==> src/rtl/operand_stage_pkg.sv <==
// rtl/operand_stage_pkg.sv - shared widths, ORI target index and RegIn encodings
package operand_stage_pkg;

    localparam int DATA_W  = 8;
    localparam int REG_AW  = 2;
    localparam int ORI_REG = 1;

    localparam logic REGIN_ALU = 1'b0;
    localparam logic REGIN_MDR = 1'b1;

endpackage

==> src/rtl/operand_stage_regfile.sv <==
// rtl/operand_stage_regfile.sv - 2-read/1-write register array, async clear, combinational reads
module regfile_2r1w #(
    parameter int DW = 8,
    parameter int AW = 2
) (
    input  logic                   clock,
    input  logic                   reset,
    input  logic                   wr_en,
    input  logic [AW-1:0]          wr_addr,
    input  logic [DW-1:0]          wr_data,
    input  logic [AW-1:0]          rd1_addr,
    output logic [DW-1:0]          rd1_data,
    input  logic [AW-1:0]          rd2_addr,
    output logic [DW-1:0]          rd2_data,
    output logic [DW*(2**AW)-1:0]  flat
);

    localparam int DEPTH = 2 ** AW;

    logic [DW-1:0] mem [DEPTH];

    always_ff @(posedge clock or posedge reset) begin
        if (reset) begin
            for (int i = 0; i < DEPTH; i++) begin
                mem[i] <= '0;
            end
        end else if (wr_en) begin
            mem[wr_addr] <= wr_data;
        end
    end

    // Reads see the pre-edge contents, so a same-edge write is not bypassed.
    assign rd1_data = mem[rd1_addr];
    assign rd2_data = mem[rd2_addr];

    always_comb begin
        flat = '0;
        for (int i = 0; i < DEPTH; i++) begin
            flat[i*DW +: DW] = mem[i];
        end
    end

endmodule

==> src/rtl/operand_stage.sv <==
// rtl/operand_stage.sv - register file, operand latches, ALUOut, MDR and N/Z flags
module operand_stage
    import operand_stage_pkg::*;
#(
    parameter int DATA_W  = operand_stage_pkg::DATA_W,
    parameter int REG_AW  = operand_stage_pkg::REG_AW,
    parameter int ORI_REG = operand_stage_pkg::ORI_REG
) (
    input  logic                          clock,
    input  logic                          reset,
    input  logic [REG_AW-1:0]             ir_ra,
    input  logic [REG_AW-1:0]             ir_rb,
    input  logic                          R1R2Load,
    input  logic                          R1Sel,
    input  logic                          RFWrite,
    input  logic                          RegIn,
    input  logic                          ALUOutWrite,
    input  logic                          MDRload,
    input  logic                          FlagWrite,
    input  logic [DATA_W-1:0]             alu_result,
    input  logic [DATA_W-1:0]             mem_rdata,
    output logic [DATA_W-1:0]             R1,
    output logic [DATA_W-1:0]             R2,
    output logic [DATA_W-1:0]             ALUOut,
    output logic [DATA_W-1:0]             MDR,
    output logic                          N,
    output logic                          Z,
    output logic [DATA_W*(2**REG_AW)-1:0] reg_dbg
);

    logic [REG_AW-1:0] port1_addr;
    logic [DATA_W-1:0] wr_data;
    logic [DATA_W-1:0] rd1_data;
    logic [DATA_W-1:0] rd2_data;

    // R1Sel redirects both the port-1 read and the write to the implicit ORI target.
    assign port1_addr = R1Sel ? REG_AW'(ORI_REG) : ir_ra;
    assign wr_data    = (RegIn == REGIN_MDR) ? MDR : ALUOut;

    regfile_2r1w #(
        .DW (DATA_W),
        .AW (REG_AW)
    ) u_regfile (
        .clock    (clock),
        .reset    (reset),
        .wr_en    (RFWrite),
        .wr_addr  (port1_addr),
        .wr_data  (wr_data),
        .rd1_addr (port1_addr),
        .rd1_data (rd1_data),
        .rd2_addr (ir_rb),
        .rd2_data (rd2_data),
        .flat     (reg_dbg)
    );

    always_ff @(posedge clock or posedge reset) begin
        if (reset) begin
            R1     <= '0;
            R2     <= '0;
            ALUOut <= '0;
            MDR    <= '0;
            N      <= 1'b0;
            Z      <= 1'b0;
        end else begin
            if (R1R2Load) begin
                R1 <= rd1_data;
                R2 <= rd2_data;
            end
            if (ALUOutWrite) begin
                ALUOut <= alu_result;
            end
            if (MDRload) begin
                MDR <= mem_rdata;
            end
            // Flags hold otherwise; branch states read them long after the ALU op.
            if (FlagWrite) begin
                N <= alu_result[DATA_W-1];
                Z <= (alu_result == '0);
            end
        end
    end

endmodule
==> config.mk <==
export PLATFORM = sky130hd
export DESIGN_NAME = operand_stage
export DESIGN_NICKNAME = d
export VERILOG_FILES = /design/src/rtl/operand_stage_pkg.sv /design/src/rtl/operand_stage_regfile.sv /design/src/rtl/operand_stage.sv
export SDC_FILE = /design/constraint.sdc
export NUM_CORES = 1
export LEC_CHECK = 0
export ABC_CLOCK_PERIOD_IN_PS = 2500
export BUFFER_PORTS_ARGS = -buffer_cell sky130_fd_sc_hd__buf_4
export CAP_MARGIN = 30
export CORE_ASPECT_RATIO = 1.2
export CORE_MARGIN = 4
export CORE_UTILIZATION = 40
export CTS_BUF_LIST = sky130_fd_sc_hd__clkbuf_8
export CTS_CLUSTER_DIAMETER = 120
export DETAILED_ROUTE_END_ITERATION = 8
export PLACE_DENSITY = 0.75
export SLEW_MARGIN = 0
export SYNTH_ARGS = -nofsm -noshare
export SYNTH_HDL_FRONTEND = slang
export SYNTH_SLANG_ARGS = --single-unit
==> constraint.sdc <==
create_clock -name clock -period 2.5 [get_ports clock]
set_input_delay 0.25 -clock clock [delete_from_list [all_inputs] [get_ports clock]]
set_output_delay 0.25 -clock clock [all_outputs]
set_load 0.05 [all_outputs]
# After elaboration in Yosys (flattened, before gate mapping)
# Index checks and enable logic that the tools add are counted.
[word_totals]
ff_bits = 66
inputBits = 29
out_inout_bits = 66
[op_classes]
n_lt_le_gt_ge = 3
muxes = 11
bitwise_logic = 2
n_reduce_logical = 2
[op_table]
columns = ["cell", "count"]
rows = [
  ["2-to-1 mux 8 bit", 6],
  ["binary-select mux 8 bit (select 2 bit)", 2],
  ["bitwise mux 32 bit", 1],
  ["demux 8 bit (select 2 bit)", 1],
  ["logical NOT 8 bit", 1],
  ["greater-or-equal comparator 3 bit, second input constant", 2],
  ["inverter 2 -> 3 bit", 2],
  ["less-than comparator 3 x 1 -> 1 bit, second input constant", 1],
  ["2-to-1 mux 2 bit", 1],
  ["logical AND 1 bit", 1],
]

# Depth between registers and ports, before layout
# Gate-level depths: netlist (run 1).
[depth]
depth_word = 7
mapped_depth = 5
depth_no_buf = 4

# Modules after synthesis
# Synthesis (run 1) repeated with hierarchy kept, for this count alone.
[hier_totals]
cells_unflattened = 177
area_unflattened_um2 = 3037.9
[by_module_without_submodules]
columns = ["mod", "n_inst", "cells_each", "area_per_inst_um2", "seq_area_each_um2"]
rows = [
  ["regfile_2r1w", 1, 89, 1594.0, 800.8],
  ["operand_stage", 1, 88, 1443.9, 850.8],
]

# Worst setup path before layout (run 1)
# Ideal clock, no wire load.
[synth_timing]
path_type = "reg2reg"
start = "reg u_regfile.mem (netlist bit u_regfile.flat[28])"
end = "reg R2[4]"
arrival_ns = 1.329
slack_ns = 1.047
stages_incl_launch_ff = 3
n_path_buf = 0
cell_sequence = "dfrtp_1 -> mux4_2 -> mux2_2"
[synth_via]
elab_chain_len = 3
[synth_lines]
columns = ["element", "line_no", "text"]
rows = [
  ["start, declared", "operand_stage_regfile.sv:20", "logic [DW-1:0] mem [DEPTH];"],
  ["start signal, assigned by index", "operand_stage_regfile.sv:28", "mem[wr_addr] <= wr_data;"],
  ["binary-select mux 8 bit (select 2 bit)", "operand_stage_regfile.sv:34", "assign rd2_data = mem[rd2_addr];"],
  ["2-to-1 mux 8 bit (not written as such) (2 in series)", "operand_stage_regfile.sv:34", ""],
  ["end signal, assigned", "operand_stage.sv:67", "R2 <= rd2_data;"],
  ["end, declared", "operand_stage.sv:23", "output logic [DATA_W-1:0] R2,"],
]
# No other way between the ends. The select of a mux whose other input is x is not followed.
# A chain may end at the register's enable or synchronous reset.

# Worst setup path in the final report (run 1)
[layout_timing]
start = "reg u_regfile.mem (netlist bit u_regfile.flat[29])"
end = "reg R2[5]"
# The elaborated chain is that of the path after synthesis.

==> impl_metrics.csv, run 1 <==
group,metric,value,unit
drt,ant_nets,0,
clocking,cts-resized-gates,0,
setup_path,critPathArrivalTime,1540,ps
clocking,cts_inserted_buffers,9,
clocking,worstSkewPairLatency,330,ps
floorplanning,start_util,41.4,%
power,powerDensity,973,nW/um2
place,port-buffer-count,94,
sta,setup_tns,0,ps
drt,drc_errors,0,
drt,viasPerCell,5.17,
setup_path,critPathLaunchType,"register",
sta,finalSetupViolCount,0,
setup_path,cp_top_family,"multiplexers",
synth,postSynthCellCount,250,
drt,wl_per_cell,17.0,um
global_route,grt_max_degree,32,
run,drv_cap,0,
place,routabilityCongestion,0.822,
global_route,grt_first_pass_wirelength,12000,um
setup_path,worstRegToRegCells,2,
setup_path,end_kind,"register",
setup_path,timing.rr.end,"R2[5]",
synth,ys_seq_area_share,54.8,%
setup_path,slowest_stage,"mux4_2",
sta,fin_skew,7.66,ps
drt,via_count,2266,
sta,period_needed,1320,ps
outcome,outcome,"completed",
synth,synth_area_per_cell,12.1,um2
floorplanning,row_count,34,
sta,rsz0062_at_grt,"false",
clocking,clock-root-buffer,"clkbuf_8",
finish,antennaDiodeCount,0,
setup_path,rrSetupSlack,1180,ps
drt,firstDrtPassIters,4,
drt,drt_iter0_drc,133,
setup_path,startpoint,"u_regfile.flat[29]",
floorplanning,die_area,8990,um2
setup_path,required,2720,ps
min_path,hold_path_class,"in -> async",
power,ir_worst_vdd,519,uV
synth,ys_types,28,
sta,fin_crit_sh,52.8,%
clocking,htree_num_levels,3,
floorplanning,die_h,103,um
clocking,post-cts-setup-buffers,0,
clocking,cts.path.max_buffers,2,
floorplanning,io_pins,95,
finish,areaGrowthSynthToFinish,31.6,%
sta,fmax,0.758,GHz
finish,drive_above_1_share,45.7,%
floorplanning,chipWidth,87.2,um
global_route,globalRouteTotalUtil,17.3,%
setup_path,timing.rr.start,"u_regfile.flat[29]",
clocking,cts-hold-fix-buffers,0,
setup_path,crit_chain,"mux4_2 -> mux2_2",
power,p_leak,1.83,nW
floorplanning,core-area,7270,um2
sta,worstMarginPinSlew,775,ps
synth,syn-cell-area,3010,um2
setup_path,cpPeakStageDelay,500,ps
clocking,path_clk_slew,70,ps
clocking,cts_sinks,66,
setup_path,path_buf_inv,0,
sta,slew_violations,0,
sta,slew_headroom,48.1,%
place,dp_hpwl,5780,um
setup_path,worstPathMaxFanout,4,
synth,synth_seq_cells,66,
global_route,antenna_found_initial,0,
synth,yosysWarnings,0,
synth,syn_nets,279,
finish,layout.nets,372,
global_route,grt_pass1_vias,2345,
setup_path,worstSetupPathType,"reg -> reg",
clocking,tritoncts,"built",
global_route,grt_overflow,0,
drt,drt-total-wl,7460,um
sta,finalHoldViolCount,0,
power,finalPower,3.86,mW
-- how the worst max path moves through the flow --
stage | cells past startpoint | end
6_report | 2 | R2[5]
5_1_grt | 5 | u_regfile.flat[23]
4_1_cts | 2 | R2[5]
3_5_place_dp | 5 | u_regfile.flat[23]
3_3_place_gp | 4 | u_regfile.flat[21]
2_1_floorplan | 1 | ALUOut[0]
-- area by class of cell --
| cell class | instances | area, um2 |
|---|---|---|
| clock buffers | 11 | 151 |
| clock inverters | 5 | 46.3 |
| fillers | 642 | 3310 |
| inverters | 3 | 11.3 |
| multi-input cells | 165 | 1260 |
| flip-flops and latches | 66 | 1650 |
| well taps | 90 | 113 |
| repair buffers | 98 | 736 |
-- cell families after synthesis --
kind of cell	Yosys count	synth area share, %
and+or+nand+nor	65	11.1
DFF	66	54.8
muxes	49	21.0
buffers and inverters	19	3.49
AOI/OAI and AO/OA	51	9.63
-- cell usage in the layout, fill, tap and decap left out, types with 5 or more instances in the layout --
master	netlist	layout
mux2_2	29	29
dfrtp_1	66	66
a21oi_1	15	15
mux4_2	8	8
o21ai_0	16	16
nand2_1	24	24
mux2i_1	8	8
a22oi_1	7	7
buf_4	1	98
a31oi_1	8	8
inv_1	3	5
clkbuf_8	0	11
nor2_1	24	24
-- metal layers --
metal / vias up / part of all wire (%) / track usage [%]
li1: 1085 / - / -
met3: 10 / 6.3 / 4.48
met2: 73 / 51 / 28.6
met1: 1098 / 42 / 21.7
met5: - / 0 / 0
met4: 0 / 1.3 / 7.32
-- flip-flops by register name, indices dropped and copies added (netlist names) --
signal / cells
Z: 1
R1: 8
N: 1
MDR: 8
u_regfile.flat: 32
ALUOut: 8
R2: 8
-- power breakdown --
group | internal [mW] | leakage (nW) | switching, mW
clock | 0.503 | 0.113 | 0.380
sequential | 1.27 | 0.779 | 0.193
combinational | 0.503 | 0.938 | 1.01
-- stage by stage --
stage	setup slack, ps	hold WS, ps	cells	utilization [%]	cell area (um2)
floorplan	595	346	250	-	3010
global placement	1010	373	422	51.8	3770
detailed placement	910	390	422	51.8	3770
CTS	1170	28.2	438	54.5	3970
global route	1130	49.6	438	54.5	3970
finish	1180	8.68	438	54.5	3970
-- cells in the mapped netlist, drive strengths merged --
cell,n,area (um2)
a22oi,7,52.6
nor2,25,101
buf,9,66.3
nand3,1,5.00
nand2b,1,6.26
nor4b,2,47.6
o21ai,19,95.1
nand4b,1,15.0
inv,3,11.3
nor4,2,12.5
nand2,24,90.1
nor2b,1,6.26
dfrtp,66,1650
a21oi,17,92.6
mux2i,8,80.1
mux2,33,372
clkbuf,7,27.5
or2,8,50.0
a31oi,8,50.1
mux4,8,180
No activity file was read; power rests on OpenSTA's default activity.
==> run 2, diff against run 1 <==
--- a/config.mk
+++ b/config.mk
@@ -5,7 +5,7 @@
 export SDC_FILE = /design/constraint.sdc
 export NUM_CORES = 1
 export LEC_CHECK = 0
-export ABC_CLOCK_PERIOD_IN_PS = 2500
+export ABC_CLOCK_PERIOD_IN_PS = 1200
 export BUFFER_PORTS_ARGS = -buffer_cell sky130_fd_sc_hd__buf_4
 export CAP_MARGIN = 30
 export CORE_ASPECT_RATIO = 1.2
@@ -14,7 +14,7 @@
 export CTS_BUF_LIST = sky130_fd_sc_hd__clkbuf_8
 export CTS_CLUSTER_DIAMETER = 120
 export DETAILED_ROUTE_END_ITERATION = 8
-export PLACE_DENSITY = 0.75
+export PLACE_DENSITY = 0.78
 export SLEW_MARGIN = 0
 export SYNTH_ARGS = -nofsm -noshare
 export SYNTH_HDL_FRONTEND = slang
==> constraint.sdc (replaced) <==
create_clock -name clock -period 1.2 [get_ports clock]
set_input_delay 0.12 -clock clock [delete_from_list [all_inputs] [get_ports clock]]
set_output_delay 0.12 -clock clock [all_outputs]
set_load 0.05 [all_outputs]
==> impl_metrics.csv, run 2 (synthesized netlist as in run 1, its figures left out) <==
group,metric,value,unit
finish,fin_util,64.7,%
power,clock_power_share,24.9,%
clocking,path_clk_slew,70,ps
global_route,grt_overflow,0,
drt,drt-total-wl,8480,um
global_route,grt_pass1_vias,2637,
outcome,violations,"negative setup slack",
sta,worstMarginPinSlew,446,ps
power,p_int,5.84,mW
min_path,hold_path_class,"in -> reg",
clocking,cts.path.max_buffers,2,
finish,largest_reg_flops,32,
drt,firstDrtPassIters,4,
place,placed_cell_area,4150,um2
min_path,hold_depth,2,
finish,layout.nets,416,
sta,fin_crit_sh,106,%
clocking,cts_sinks,66,
power,switching_share,38.0,%
floorplanning,die_h,103,um
floorplanning,io_pins,95,
clocking,post-cts-setup-buffers,0,
sta,whs,18.6,ps
clocking,tritoncts,"built",
sta,slew_violations,0,
power,ir_worst_vdd,1320,uV
sta,fmax,0.784,GHz
sta,finalHoldViolCount,0,
drt,wl_per_cell,17.6,um
sta,fin_skew,10.4,ps
finish,areaGrowthSynthToFinish,56.3,%
finish,layout_common_cells,"buf_4 (93), dfrtp_1 (34), buf_6 (32), dfrtp_2 (32)",
floorplanning,die_area,8990,um2
global_route,antenna_found_initial,0,
place,dp_hpwl,6230,um
drt,ant_nets,0,
floorplanning,row_count,34,
clocking,worstSkewPairLatency,340,ps
power,p_sw,3.58,mW
outcome,outcome,"finished with violations",
power,p_leak,2.14,nW
global_route,grt_first_pass_wirelength,13700,um
power,pwr-share-seq,31.6,%
power,powerDensity,2000,nW/um2
finish,antennaDiodeCount,0,
clocking,htree_num_levels,3,
setup_path,required,1420,ps
sta,slew_headroom,69.4,%
setup_path,critPathArrivalTime,1500,ps
sta,finalSetupViolCount,9,
drt,drt_iter0_drc,98,
finish,stdcell_area,4710,um2
run,drv_cap,0,
power,finalPower,9.42,mW
floorplanning,start_util,41.4,%
clocking,cts_inserted_buffers,9,
floorplanning,chipWidth,87.2,um
global_route,globalRouteTotalUtil,19.9,%
setup_path,worstSetupPathType,"reg -> reg",
clocking,clock-root-buffer,"clkbuf_8",
global_route,grt_max_degree,37,
drt,drc_errors,0,
drt,viasPerCell,5.25,
place,port-buffer-count,94,
power,p_comb_share,43.5,%
drt,via_count,2531,
finish,mostFrequentLayoutCell,"buf_4",
setup_path,worstRegToRegCells,2,
sta,setup_tns,-570,ps
floorplanning,core-area,7270,um2
sta,period_needed,1280,ps
finish,drive_above_1_share,61.7,%
sta,rsz0062_at_grt,"true",
setup_path,end_kind,"register",
place,routabilityCongestion,0.821,
setup_path,worstPathMaxFanout,3,
sta,fin_ws,-75.9,ps
setup_path,critPathLaunchType,"register",
==> run 2: changes by cell type in the layout (fill, tap and decap cells not counted), sizes merged <==
| cell | previous run | this run |
|---|---|---|
| dlygate4sd3 | 0 | 6 |
| bufinv | 1 | 3 |
| buf | 98 | 136 |
| inv | 6 | 3 |
| clkinv | 1 | 0 |
| clkinvlp | 0 | 2 |
==> run 2: routing by layer <==
metal	track usage, %	vias to the layer above	part of all wire [%]
met4	7.32	0	1.5
met2	33.9	99	52
li1	-	1158	-
met1	24.2	1261	39
met5	0	-	0
met3	5.52	13	7.1
==> run 2: what timing repair did <==
item | CTS | global route
setup endpoints to repair | 33 | 32
pin swaps | 0 | 9
hold endpoints to repair | 18 | 0
resized for setup | 26 | 39
hold buffers | 6 | 0
==> run 2: cell type report <==
class | instances | area [um2]
Inverter | 3 | 15.0
Timing Repair Buffer | 142 | 1300
Clock buffer | 11 | 151
Sequential cell | 66 | 1690
Tap cell | 90 | 113
Clock inverter | 5 | 101
Multi-Input combinational cell | 165 | 1330
Fill cell | 543 | 2560
==> run 2: worst paths after layout <==
check / from / to / slack, ps
worst min register to register: R2[3] / R2[3] / 520
worst max-delay path: u_regfile.flat[24] / R2[0] / -80
min in group asynchronous: reset / MDR[1] / 320
worst max register to register: u_regfile.flat[24] / R2[0] / -80
worst min-delay path: mem_rdata[7] / MDR[7] / 20
max in group asynchronous: reset / MDR[3] / 350
==> run 2: through the flow <==
stage          instances  setup slack (ps)
2_1_floorplan        250              -167
3_3_place_gp         460             -16.6
3_5_place_dp         460             -57.7
4_1_cts              482             -83.4
5_1_grt              482              -110
6_report             482             -75.9
==> run 2: critical path: stages (launching register included) <==
cell	delay (ps)
dfrtp_2	430
mux4_2	460
mux2_4	270
==> run 2: power by group through the flow <==
stage               clock (mW)  combinational [mW]  sequential, mW
floorplan                    0               0.768            4.50
global placement             0                3.65            2.96
detailed placement           0                3.71            3.00
CTS                       2.39                3.90            2.96
global route              2.47                4.30            3.03
finish                    2.34                4.10            2.98
